[config.mk]
export PLATFORM = sky130hd
export DESIGN_NAME = prim_diff_decode_multi
export DESIGN_NICKNAME = d
export VERILOG_FILES = /design/src/rtl/prim_diff_decode_pkg.sv /design/src/rtl/prim_diff_decode_chan.sv /design/src/rtl/prim_diff_decode_multi.sv
export SDC_FILE = /design/constraint.sdc
export NUM_CORES = 1
export LEC_CHECK = 0
export BUFFER_PORTS_ARGS = -buffer_cell sky130_fd_sc_hd__buf_2
export CORE_ASPECT_RATIO = 2
export CORE_MARGIN = 4
export CORE_UTILIZATION = 50
export DETAILED_ROUTE_END_ITERATION = 8
export PLACE_DENSITY = 0.71
export SLEW_MARGIN = 20
export SYNTH_ARGS = -nofsm -noshare
export SYNTH_HDL_FRONTEND = slang
export SYNTH_SLANG_ARGS = --single-unit
[constraint.sdc]
create_clock -name clk_i -period 2.5 [get_ports clk_i]
set_clock_uncertainty 0.1 [all_clocks]
set_input_delay 0.5 -clock clk_i [delete_from_list [all_inputs] [get_ports clk_i]]
set_output_delay 0.5 -clock clk_i [all_outputs]
set_load 0.05 [all_outputs]
[src/rtl/prim_diff_decode_pkg.sv]
// Shared types and widths for the multi-channel differential decoder.
package prim_diff_decode_pkg;

  typedef enum logic [1:0] {
    IsStd    = 2'b00,
    IsSkewed = 2'b01,
    SigInt   = 2'b10
  } diff_state_e;

  localparam int ErrCntW  = 8;
  localparam int SkewCntW = 4;

endpackage

[src/rtl/prim_diff_decode_chan.sv]
// One differential channel: synchroniser, skew-tolerant decode FSM, fault counter.
// Fault counter is built only when DIFF_DECODE_ERR_CNT_EN is defined.
module prim_diff_decode_chan
  import prim_diff_decode_pkg::*;
#(
  parameter int SyncStages = 2,
  parameter int SkewCycles = 1
) (
  input  logic               clk_i,
  input  logic               rst_ni,
  input  logic               diff_pi,
  input  logic               diff_ni,
  input  logic               err_clr_i,
  output logic               level_o,
  output logic               rise_o,
  output logic               fall_o,
  output logic               sigint_o,
  output logic [ErrCntW-1:0] err_cnt_o
);

  localparam logic [SkewCntW-1:0] SkewMax = SkewCntW'(SkewCycles);

  logic [SyncStages-1:0] p_sync_q, n_sync_q;
  logic                  diff_pq, diff_nq, level_q, level_d;
  logic                  p, n, pe, ne, ok;
  logic [SkewCntW-1:0]   skew_cnt_q, skew_cnt_d;
  diff_state_e           state_q, state_d;

  // n chain resets high so the idle pair reads as a clean 0 level
  always_ff @(posedge clk_i or negedge rst_ni) begin
    if (!rst_ni) begin
      p_sync_q   <= '0;
      n_sync_q   <= '1;
      diff_pq    <= 1'b0;
      diff_nq    <= 1'b1;
      level_q    <= 1'b0;
      skew_cnt_q <= '0;
      state_q    <= IsStd;
    end else begin
      p_sync_q   <= {p_sync_q[SyncStages-2:0], diff_pi};
      n_sync_q   <= {n_sync_q[SyncStages-2:0], diff_ni};
      diff_pq    <= p;
      diff_nq    <= n;
      level_q    <= level_d;
      skew_cnt_q <= skew_cnt_d;
      state_q    <= state_d;
    end
  end

  assign p  = p_sync_q[SyncStages-1];
  assign n  = n_sync_q[SyncStages-1];
  assign pe = p ^ diff_pq;
  assign ne = n ^ diff_nq;
  assign ok = p ^ n;

  always_comb begin
    state_d    = state_q;
    level_d    = level_q;
    skew_cnt_d = '0;
    rise_o     = 1'b0;
    fall_o     = 1'b0;
    sigint_o   = 1'b0;
    case (state_q)
      IsStd: begin
        if (ok) begin
          level_d = p;
          if (pe && ne) begin
            rise_o = p;
            fall_o = ~p;
          end
        end else if (pe || ne) begin
          state_d    = IsSkewed;
          skew_cnt_d = SkewCntW'(1);
        end else begin
          state_d  = SigInt;
          sigint_o = 1'b1;
        end
      end
      IsSkewed: begin
        if (ok) begin
          state_d = IsStd;
          level_d = p;
          // a skew that settles back to the old polarity is not an event
          if (p != level_q) begin
            rise_o = p;
            fall_o = ~p;
          end
        end else if (skew_cnt_q < SkewMax) begin
          skew_cnt_d = skew_cnt_q + SkewCntW'(1);
        end else begin
          state_d  = SigInt;
          sigint_o = 1'b1;
        end
      end
      SigInt: begin
        if (ok) begin
          state_d = IsStd;
          level_d = p;
        end else begin
          sigint_o = 1'b1;
        end
      end
      default: begin
        state_d  = SigInt;
        sigint_o = 1'b1;
      end
    endcase
  end

  assign level_o = level_d;

`ifdef DIFF_DECODE_ERR_CNT_EN
  logic [ErrCntW-1:0] err_cnt_q, err_cnt_d;

  always_comb begin
    err_cnt_d = err_cnt_q;
    if (err_clr_i) begin
      err_cnt_d = '0;
    end else if (state_d == SigInt && state_q != SigInt && err_cnt_q != '1) begin
      err_cnt_d = err_cnt_q + ErrCntW'(1);
    end
  end

  always_ff @(posedge clk_i or negedge rst_ni) begin
    if (!rst_ni) err_cnt_q <= '0;
    else         err_cnt_q <= err_cnt_d;
  end

  assign err_cnt_o = err_cnt_q;
`else
  logic unused_err_clr;
  assign unused_err_clr = err_clr_i;
  assign err_cnt_o      = '0;
`endif

endmodule

[src/rtl/prim_diff_decode_multi.sv]
// NumChan independent differential decoders with an OR'd integrity summary.
// Optional per-channel fault counters: DIFF_DECODE_ERR_CNT_EN.
module prim_diff_decode_multi
  import prim_diff_decode_pkg::*;
#(
  parameter int NumChan    = 4,
  parameter int SyncStages = 2,
  parameter int SkewCycles = 1
) (
  input  logic                             clk_i,
  input  logic                             rst_ni,
  input  logic [NumChan-1:0]               diff_pi,
  input  logic [NumChan-1:0]               diff_ni,
  output logic [NumChan-1:0]               level_o,
  output logic [NumChan-1:0]               rise_o,
  output logic [NumChan-1:0]               fall_o,
  output logic [NumChan-1:0]               event_o,
  output logic [NumChan-1:0]               sigint_o,
  output logic                             sigint_any_o,
  input  logic                             err_clr_i,
  output logic [NumChan-1:0][ErrCntW-1:0]  err_cnt_o
);

  for (genvar gi = 0; gi < NumChan; gi++) begin : g_chan
    prim_diff_decode_chan #(
      .SyncStages(SyncStages),
      .SkewCycles(SkewCycles)
    ) u_chan (
      .clk_i    (clk_i),
      .rst_ni   (rst_ni),
      .diff_pi  (diff_pi[gi]),
      .diff_ni  (diff_ni[gi]),
      .err_clr_i(err_clr_i),
      .level_o  (level_o[gi]),
      .rise_o   (rise_o[gi]),
      .fall_o   (fall_o[gi]),
      .sigint_o (sigint_o[gi]),
      .err_cnt_o(err_cnt_o[gi])
    );
  end

  assign event_o      = rise_o | fall_o;
  assign sigint_any_o = |sigint_o;

endmodule

* After elaboration in Yosys (flattened, before gate mapping) *
Index checks and enable logic that the tools add are counted.
Widths: inputs -> output; s select.

word-level totals
  register bits = 52
  input bits = 11
  output and inout port bits = 53
  logic and storage cells = 214

cells by class
  add/subtract/negate cells = 4
  $lt $le $gt $ge = 4
  equal/unequal tests = 24
  muxes and demuxes = 116
  bitwise operators = 17
  reductions and logical operators = 21

operators by type and width
  cell                 count
  $mux 1               64
  $mux 4               12
  $mux 2               20
  $pmux 4 s2           4
  $pmux 2 s3           4
  $add 4x1->4 const B  4
  $lt 4x1->1 const B   4
  $pmux 1 s2           8
  $ne 3x2->1 const B   4
  $pmux 1 s3           4
  $reduce_and 3->1     4
  $reduce_or 3->1      4
  $xor 1x1->1          12
  $eq 2x1->1 const B   4
  $eq 2x2->1 const B   4
  $logic_not 2->1      4
  $ne 2x1->1 const B   4
  $ne 2x2->1 const B   4
  $logic_and 1x1->1    4
  $logic_or 1x1->1     4
  $ne 1x1->1           4
  $not 1->1            4
  $or 4x4->4           1
  $reduce_or 4->1      1

* Depth between registers and ports, before layout *
Gate-level depths: netlist of run 1.

  word-level depth = 6
  gate-level depth with buffers = 6
  gate-level depth less buffers = 6

* Hierarchy *
A second synthesis of run 1 with hierarchy kept.

second synthesis, totals
  cells, all modules = 257
  area total of the unflattened synthesis = 2,700.1 µm²

by module, submodules not included
  module                  instances  cells each  area an instance (µm²)  seq. area each (µm²)
  prim_diff_decode_chan   4          63          666.9                   329.1
  prim_diff_decode_multi  1          5           32.5                    0.0

* Least setup slack after synthesis of run 1 *
Ideal clock, no wire load.

  path type = register to output
  start point = register g_chan[3].u_chan.n_sync_q[1]
  end point = output port event_o[3]
  arrival time = 3.383 ns
  required time = 1.900 ns
  path slack = -1.483 ns
  stages on the path, launching flop included = 6
  path buffers = 1
  cell sequence = dfstp_2 > buf_4 > xnor2_1 > nor3_1 > nor2_1 > a2111oi_0

between the ends
  word-level cells in the longest chain between the ends = 6
  elaborated cells on any way between the ends = 12
  classes of those cells = mux: 8; bitwise: 3; reduce/logical: 1

ends and longest elaborated chain
  element                 RTL line                      source
  from (decl)             prim_diff_decode_chan.sv:23   logic [SyncStages-1:0] p_sync_q, n_sync_q;
  from (signal assigned)  prim_diff_decode_chan.sv:41   n_sync_q <= {n_sync_q[SyncStages-2:0], diff_ni};
  $xor 1x1->1             prim_diff_decode_chan.sv:53   assign ne = n ^ diff_nq;
  $logic_and 1x1->1       prim_diff_decode_chan.sv:67   if (pe && ne) begin
  $mux 1                  prim_diff_decode_chan.sv:67
  $mux 1                  prim_diff_decode_chan.sv:65   if (ok) begin
  $pmux 1 s2              prim_diff_decode_chan.sv:63   case (state_q)
  $or 4x4->4 (*)          prim_diff_decode_multi.sv:42  assign event_o = rise_o | fall_o;
  to (decl)               prim_diff_decode_multi.sv:17  output logic [NumChan-1:0] event_o,

Every way passes the cells marked *; elsewhere a longest branch is shown, timed or not.

* Worst setup path in the final report of run 1 *
  start point = register g_chan[1].u_chan.skew_cnt_q[1]
  end point = output port sigint_any_o

between the ends
  word-level cells in the longest chain between the ends = 5

ends and longest elaborated chain
  element                 RTL line                      source
  from (decl)             prim_diff_decode_chan.sv:26   logic [SkewCntW-1:0] skew_cnt_q, skew_cnt_d;
  from (signal assigned)  prim_diff_decode_chan.sv:45   skew_cnt_q <= skew_cnt_d;
  $lt 4x1->1              prim_diff_decode_chan.sv:88   end else if (skew_cnt_q < SkewMax) begin
  $mux 1                  prim_diff_decode_chan.sv:88
  $mux 1                  prim_diff_decode_chan.sv:80   if (ok) begin
  $pmux 1 s3              prim_diff_decode_chan.sv:63
  $reduce_or 4->1         prim_diff_decode_multi.sv:43  assign sigint_any_o = |sigint_o;
  to (decl)               prim_diff_decode_multi.sv:19  output logic sigint_any_o,

No other way between the ends.

==> flow_summary.json, run 1 <==
{
  "outcome": "finished with violations",
  "violations": "setup timing",
  "fmax_ghz": 0.363,
  "p_switching_w": 0.00118,
  "portBuffers": 30,
  "dp_hpwl_um": 3330,
  "rsz0062_at_grt": "true",
  "setup_tns_ns": -0.257,
  "crit_chain": "inv_2 -> ha_2 -> or3b_4 -> nand3_2 -> nand3_2 -> or4_4 -> buf_8",
  "grt_util_all_layers_pct": 14.8,
  "tightestPinTransition_ns": 0.625,
  "place_area_um2": 2820,
  "dp_slack_ns": -0.0104,
  "wl_met2_um": 2600,
  "cap_violations": 0,
  "place_congestion": 0.779,
  "hold_buffers": 0,
  "wire_per_inst_um": 12.2,
  "root_buffer": "clkbuf_8",
  "crit_type": "register to output pin",
  "syn_inst": 288,
  "dr_wl_met3_um": 216,
  "fin_area_um2": 3180,
  "synth_area_um2": 2800,
  "clock_latency_ns": 0.31,
  "dp.cells": 363,
  "synth_area_leader_cell": "dfrtp_1",
  "pwr-share-clk_pct": 17.7,
  "initial_core_util_pct": 51.7,
  "drive_gt1_share_pct": 33.6,
  "ant_nets": 0,
  "worstPathRequired_ns": 1.90,
  "synth.top_cells.by_area": "dfrtp_1 (36%), buf_4 (14%), dfstp_2 (11%)",
  "ys_seq_elements": 52,
  "setup_slack_ns": -0.257,
  "max-slew-margin-rel_pct": 58.3,
  "n_fill_cell": 463,
  "power_frac_seq_pct": 41.9,
  "period_minus_slack_ns": 2.76,
  "crit_path_end_kind": "output pin",
  "swShare_pct": 42.8,
  "yosysWarnings": 0,
  "period_share_pct": 110,
  "vias": 1908,
  "core.rowCount": 38,
  "die_h_um": 114,
  "power.density_nw_per_um2": 866,
  "cts_inserted_buffers": 5,
  "clk_pin_slew_ns": 0.09,
  "synth_ff_type": "dfrtp_1",
  "cp_slowest_stage_delay_ns": 0.50,
  "dieArea_um2": 6940,
  "r2r-start": "g_chan[0].u_chan.skew_cnt_q[0]",
  "cts_tree": "done",
  "final_cell_mix": "dfrtp_1 (37), conb_1 (36), nor2_1 (31), buf_4 (23), buf_2 (21)",
  "antenna_cells": 0,
  "final_net_count": 342,
  "grt_pass1_wl_um": 7740,
  "crit_top_cell": "nand3_2",
  "setup_viol": 1,
  "overflow": 0,
  "synth_edf_count": 0,
  "fin_util_pct": 58.7,
  "routed_wl_um": 4690,
  "rr_worst_depth": 6,
  "worst_setup_path_start_kind": "register",
  "synthToLayoutAreaGrowth_pct": 13.7,
  "grt_pass1_vias": 1833,
  "ys_seq_area_share_pct": 47.0,
  "final_common_cell": "dfrtp_1",
  "slowest_stage": "or4_4",
  "htree_levels": 2,
  "intPower_w": 0.00158,
  "syn_area_per_cell_um2": 9.73,
  "multiInputGateArea_um2": 1240,
  "peakVddDrop_mv": 0.606,
  "pin_count": 64,
  "routed_via_density": 4.97,
  "grt_antenna_before_repair": 0,
  "synth_cell_types": 36,
  "worstPathArrival_ns": 2.16,
  "core_um2": 5420,
  "crit_path_max_fanout": 2,
  "drt-initial-drc-count": 74,
  "clock-sinks": 52,
  "clock_path_buffers": 2,
  "top_layer_used": "met4",
  "min-delay-path-class": "primary input to async pin",
  "maxSlewViolCount": 0,
  "grt_max_degree": 53,
  "finalHoldViolations": 0,
  "drc": 0,
  "fp.dieW_um": 60.9,
  "p_leak_nw": 1.49,
  "finalNonFillerCells": 384,
  "seq_area_um2": 1320,
  "p_comb_share_pct": 40.4,
  "wl_met1_um": 1730,
  "first_pass_iters": 4,
  "critPathLaunch": "g_chan[1].u_chan.skew_cnt_q[1]",
  "async_flop_share_pct": 100,
  "synth.top_cell.area_share_pct": 35.7
}
worst max-delay path: cells and delay by family (launching register included):
| family | cells | cell delay (ns) |
|---|---|---|
| buffers and inverters | 2 | 0.23 |
| adders and majority gates | 1 | 0.16 |
| and+or+nand+nor | 4 | 1.07 |
| DFF | 1 | 0.40 |
flip-flops by register name, summed over array words and instances (netlist names):
| signal | flops |
|---|---|
| g_chan.u_chan.n_sync_q | 8 |
| g_chan.u_chan.p_sync_q | 8 |
| g_chan.u_chan.skew_cnt_q | 16 |
| g_chan.u_chan.level_q | 4 |
| g_chan.u_chan.diff_nq | 4 |
| g_chan.u_chan.diff_pq | 4 |
| g_chan.u_chan.state_q | 8 |
Yosys cell counts, types with 3 or more instances:
master and n:
dfrtp_1 40, o21ai_1 3, or3b_1 3, nand3_1 15
nor2_1 33, nor3_1 6, buf_4 51, dfstp_2 12
o21ai_2 3, nor4_1 4, nor4b_1 4, clkbuf_1 4
xnor2_1 9, nor3b_1 7, a21oi_1 12, buf_6 5
and4_1 3, ha_1 8, inv_1 17, nand2_1 16
o21ai_0 10
repair_timing:
action	CTS	global route
pin swaps	6	10
setup endpoints to repair	8	10
resized for setup	30	20
setup buffers	7	6
metal layers:
metal | vias up | track usage (%)
li1 | 945 | -
met3 | 10 | 3.40
met1 | 907 | 15.7
met4 | 0 | 8.25
met2 | 46 | 25.7
met5 | - | 0
cell type report:
cell class | instances | share of cell area, %
sequential | 52 | 41.5
clock buffer | 6 | 2.59
timing repair buffer | 54 | 12.2
multi-input combinational | 193 | 38.9
clock inverter | 2 | 0.472
tap | 60 | 2.36
inverter | 17 | 2.00
kinds of logic after synthesis:
| group | synth area share [%] |
|---|---|
| AOI/OAI and AO/OA | 8.17 |
| xor gates and xnor gates | 4.02 |
| adders and majority gates | 3.57 |
| buffers and inverters | 18.7 |
| DFF | 47.0 |
| other | 0.134 |
| and+or+nand+nor | 18.4 |
power by group through the flow:
stage	clock [W]	sequential, W	combinational, W
after floorplan	0	0.00107	0.000953
after global routing	0.000550	0.00119	0.00121
after detailed placement	0	0.00117	0.000946
final	0.000488	0.00116	0.00111
after CTS	0.000512	0.00115	0.00107
after global placement	0	0.00116	0.000928
final timing paths:
check / endpoint / slack (ns)
max reg2reg: g_chan[0].u_chan.skew_cnt_q[0] / 0.88
max: sigint_any_o / -0.26
min: g_chan[3].u_chan.level_q / 0.19
max in group asynchronous: g_chan[1].u_chan.p_sync_q[1] / 1.66
min in group clk_i: g_chan[1].u_chan.n_sync_q[0] / 0.19
min reg2reg: g_chan[3].u_chan.n_sync_q[1] / 0.25
per-stage QoR:
| step | hold WS (ns) | power (W) |
|---|---|---|
| 2_1_floorplan | 0.104 | 0.00202 |
| 3_3_place_gp | 0.232 | 0.00209 |
| 3_5_place_dp | 0.240 | 0.00211 |
| 4_1_cts | 0.172 | 0.00273 |
| 5_1_grt | 0.164 | 0.00294 |
| 6_report | 0.186 | 0.00276 |
(Power assumes the default switching activity.)
==> run 2, diff against run 1 <==
--- a/config.mk
+++ b/config.mk
@@ -11,6 +11,8 @@
 export CORE_UTILIZATION = 50
 export DETAILED_ROUTE_END_ITERATION = 8
 export PLACE_DENSITY = 0.71
+export RECOVER_POWER = 25
+export SKIP_CTS_REPAIR_TIMING = 1
 export SLEW_MARGIN = 20
 export SYNTH_ARGS = -nofsm -noshare
 export SYNTH_HDL_FRONTEND = slang
==> flow_summary.json, run 2 (synthesis results as in run 1) <==
{
  "portBuffers": 30,
  "synthToLayoutAreaGrowth_pct": 12.8,
  "place_congestion": 0.779,
  "min-delay-path-class": "primary input to async pin",
  "cap_violations": 0,
  "clock-sinks": 52,
  "grt_pass1_vias": 1703,
  "p_switching_w": 0.00118,
  "clock_latency_ns": 0.31,
  "overflow": 0,
  "largest-register": "g_chan.u_chan.skew_cnt_q",
  "clock_path_buffers": 2,
  "slowest_stage": "or4_4",
  "crit_path_end_kind": "output pin",
  "crit_path_max_fanout": 2,
  "cp.buffers_inverters": 2,
  "grt_antenna_before_repair": 0,
  "setup_slack_ns": -0.265,
  "routed_via_density": 4.99,
  "drive_gt1_share_pct": 31.6,
  "tightestPinTransition_ns": 0.624,
  "multiInputGateArea_um2": 1240,
  "ant_nets": 0,
  "dieArea_um2": 6940,
  "final_common_cell": "dfrtp_1",
  "power_frac_seq_pct": 42.2,
  "crit_type": "register to output pin",
  "final_cell_mix": "dfrtp_1 (38), conb_1 (36), nor2_1 (32), buf_2 (20), buf_4 (20)",
  "outcome": "finished with violations",
  "finalHoldViolations": 0,
  "path_delay_family": "simple AND/OR/NAND/NOR gates",
  "routed_wl_um": 4640,
  "power.density_nw_per_um2": 870,
  "core.rowCount": 38,
  "p_comb_share_pct": 40.0,
  "n_fill_cell": 466,
  "maxSlewViolCount": 0,
  "die_h_um": 114,
  "period_share_pct": 111,
  "seq_area_um2": 1320,
  "grt_util_all_layers_pct": 13.9,
  "intPower_w": 0.00157,
  "total_power_w": 0.00275,
  "dp_slack_ns": -0.0104,
  "pwr-share-clk_pct": 17.7,
  "dp_hpwl_um": 3330,
  "crit_chain": "inv_1 -> ha_1 -> or3b_4 -> nand3_4 -> nand3_4 -> or4_4 -> buf_8",
  "peakVddDrop_mv": 0.786,
  "rsz0062_at_grt": "true",
  "pin_count": 64,
  "max-slew-margin-rel_pct": 58.4,
  "root_buffer": "clkbuf_8",
  "setup_viol": 5,
  "drc": 0,
  "period_minus_slack_ns": 2.76,
  "largest_reg_flops": 16,
  "p_leak_nw": 1.48,
  "cts_inserted_buffers": 5,
  "setup_tns_ns": -0.301,
  "worst_setup_path_start_kind": "register",
  "fp.dieW_um": 60.9,
  "wire_per_inst_um": 12.2,
  "fin_util_pct": 58.3,
  "swShare_pct": 43.1,
  "fmax_ghz": 0.362,
  "first_pass_iters": 4,
  "grt_pass1_wl_um": 7270,
  "final_net_count": 338,
  "worstPathArrival_ns": 2.16,
  "crit_top_cell": "nand3_4",
  "grt_max_degree": 53,
  "htree_levels": 2,
  "cp_slowest_stage_delay_ns": 0.53,
  "initial_core_util_pct": 51.7,
  "worstPathRequired_ns": 1.90,
  "vias": 1895,
  "violations": "setup timing",
  "antenna_cells": 0,
  "cts_tree": "done",
  "core_um2": 5420,
  "clk_pin_slew_ns": 0.08,
  "drt-initial-drc-count": 59
}
## run 2: final cells by class
cell class / instances / area share (%)
Sequential cell: 52 / 41.7
Tap cell: 60 / 2.38
Clock buffer: 6 / 2.61
Timing Repair Buffer: 50 / 11.5
Inverter: 17 / 2.02
Multi-Input combinational cell: 193 / 39.3
Clock inverter: 2 / 0.475
## run 2: through the flow
step / area, µm² / cells / hold WS (ns)
floorplan: 2970 / 323 / 0.104
detailed placement: 2820 / 363 / 0.240
global route: 3160 / 380 / 0.164
finish: 3160 / 380 / 0.172
CTS: 2920 / 371 / 0.172
global placement: 2820 / 363 / 0.232
## run 2: power by group through the flow
stage,logic (W),registers [W],clock network [W]
2_1_floorplan,0.000953,0.00107,0
3_3_place_gp,0.000928,0.00116,0
3_5_place_dp,0.000946,0.00117,0
4_1_cts,0.000948,0.00115,0.000512
5_1_grt,0.00119,0.00119,0.000547
6_report,0.00110,0.00116,0.000487
## run 2: path summary, 6_finish.rpt
check | startpoint | end | slack, ns | cells past startpoint
setup / recovery | g_chan[3].u_chan.skew_cnt_q[0] | sigint_any_o | -0.26 | 7
hold / removal | rst_ni | g_chan[3].u_chan.level_q | 0.17 | 2
setup reg to reg | g_chan[3].u_chan.p_sync_q[1] | g_chan[3].u_chan.skew_cnt_q[0] | 0.87 | 4
hold reg to reg | g_chan[3].u_chan.p_sync_q[0] | g_chan[3].u_chan.p_sync_q[1] | 0.25 | 0
max in group asynchronous | rst_ni | g_chan[1].u_chan.p_sync_q[1] | 1.66 | 2
min in group clk_i | diff_ni[1] | g_chan[1].u_chan.n_sync_q[0] | 0.18 | 1
## run 2: metal layers
metal,track usage [%],vias up,share of wire [%]
met3,3.06,10,5.0
li1,-,936,-
met1,15.2,901,37
met2,23.8,48,55
met5,0,-,0
met4,7.67,0,3.1
## run 2: worst register-to-register path, cell delays in order, from the launching register on
cell	delay (ns)
dfrtp_1	0.48
xnor2_1	0.43
buf_4	0.21
nand3_1	0.13
o21ai_0	0.20
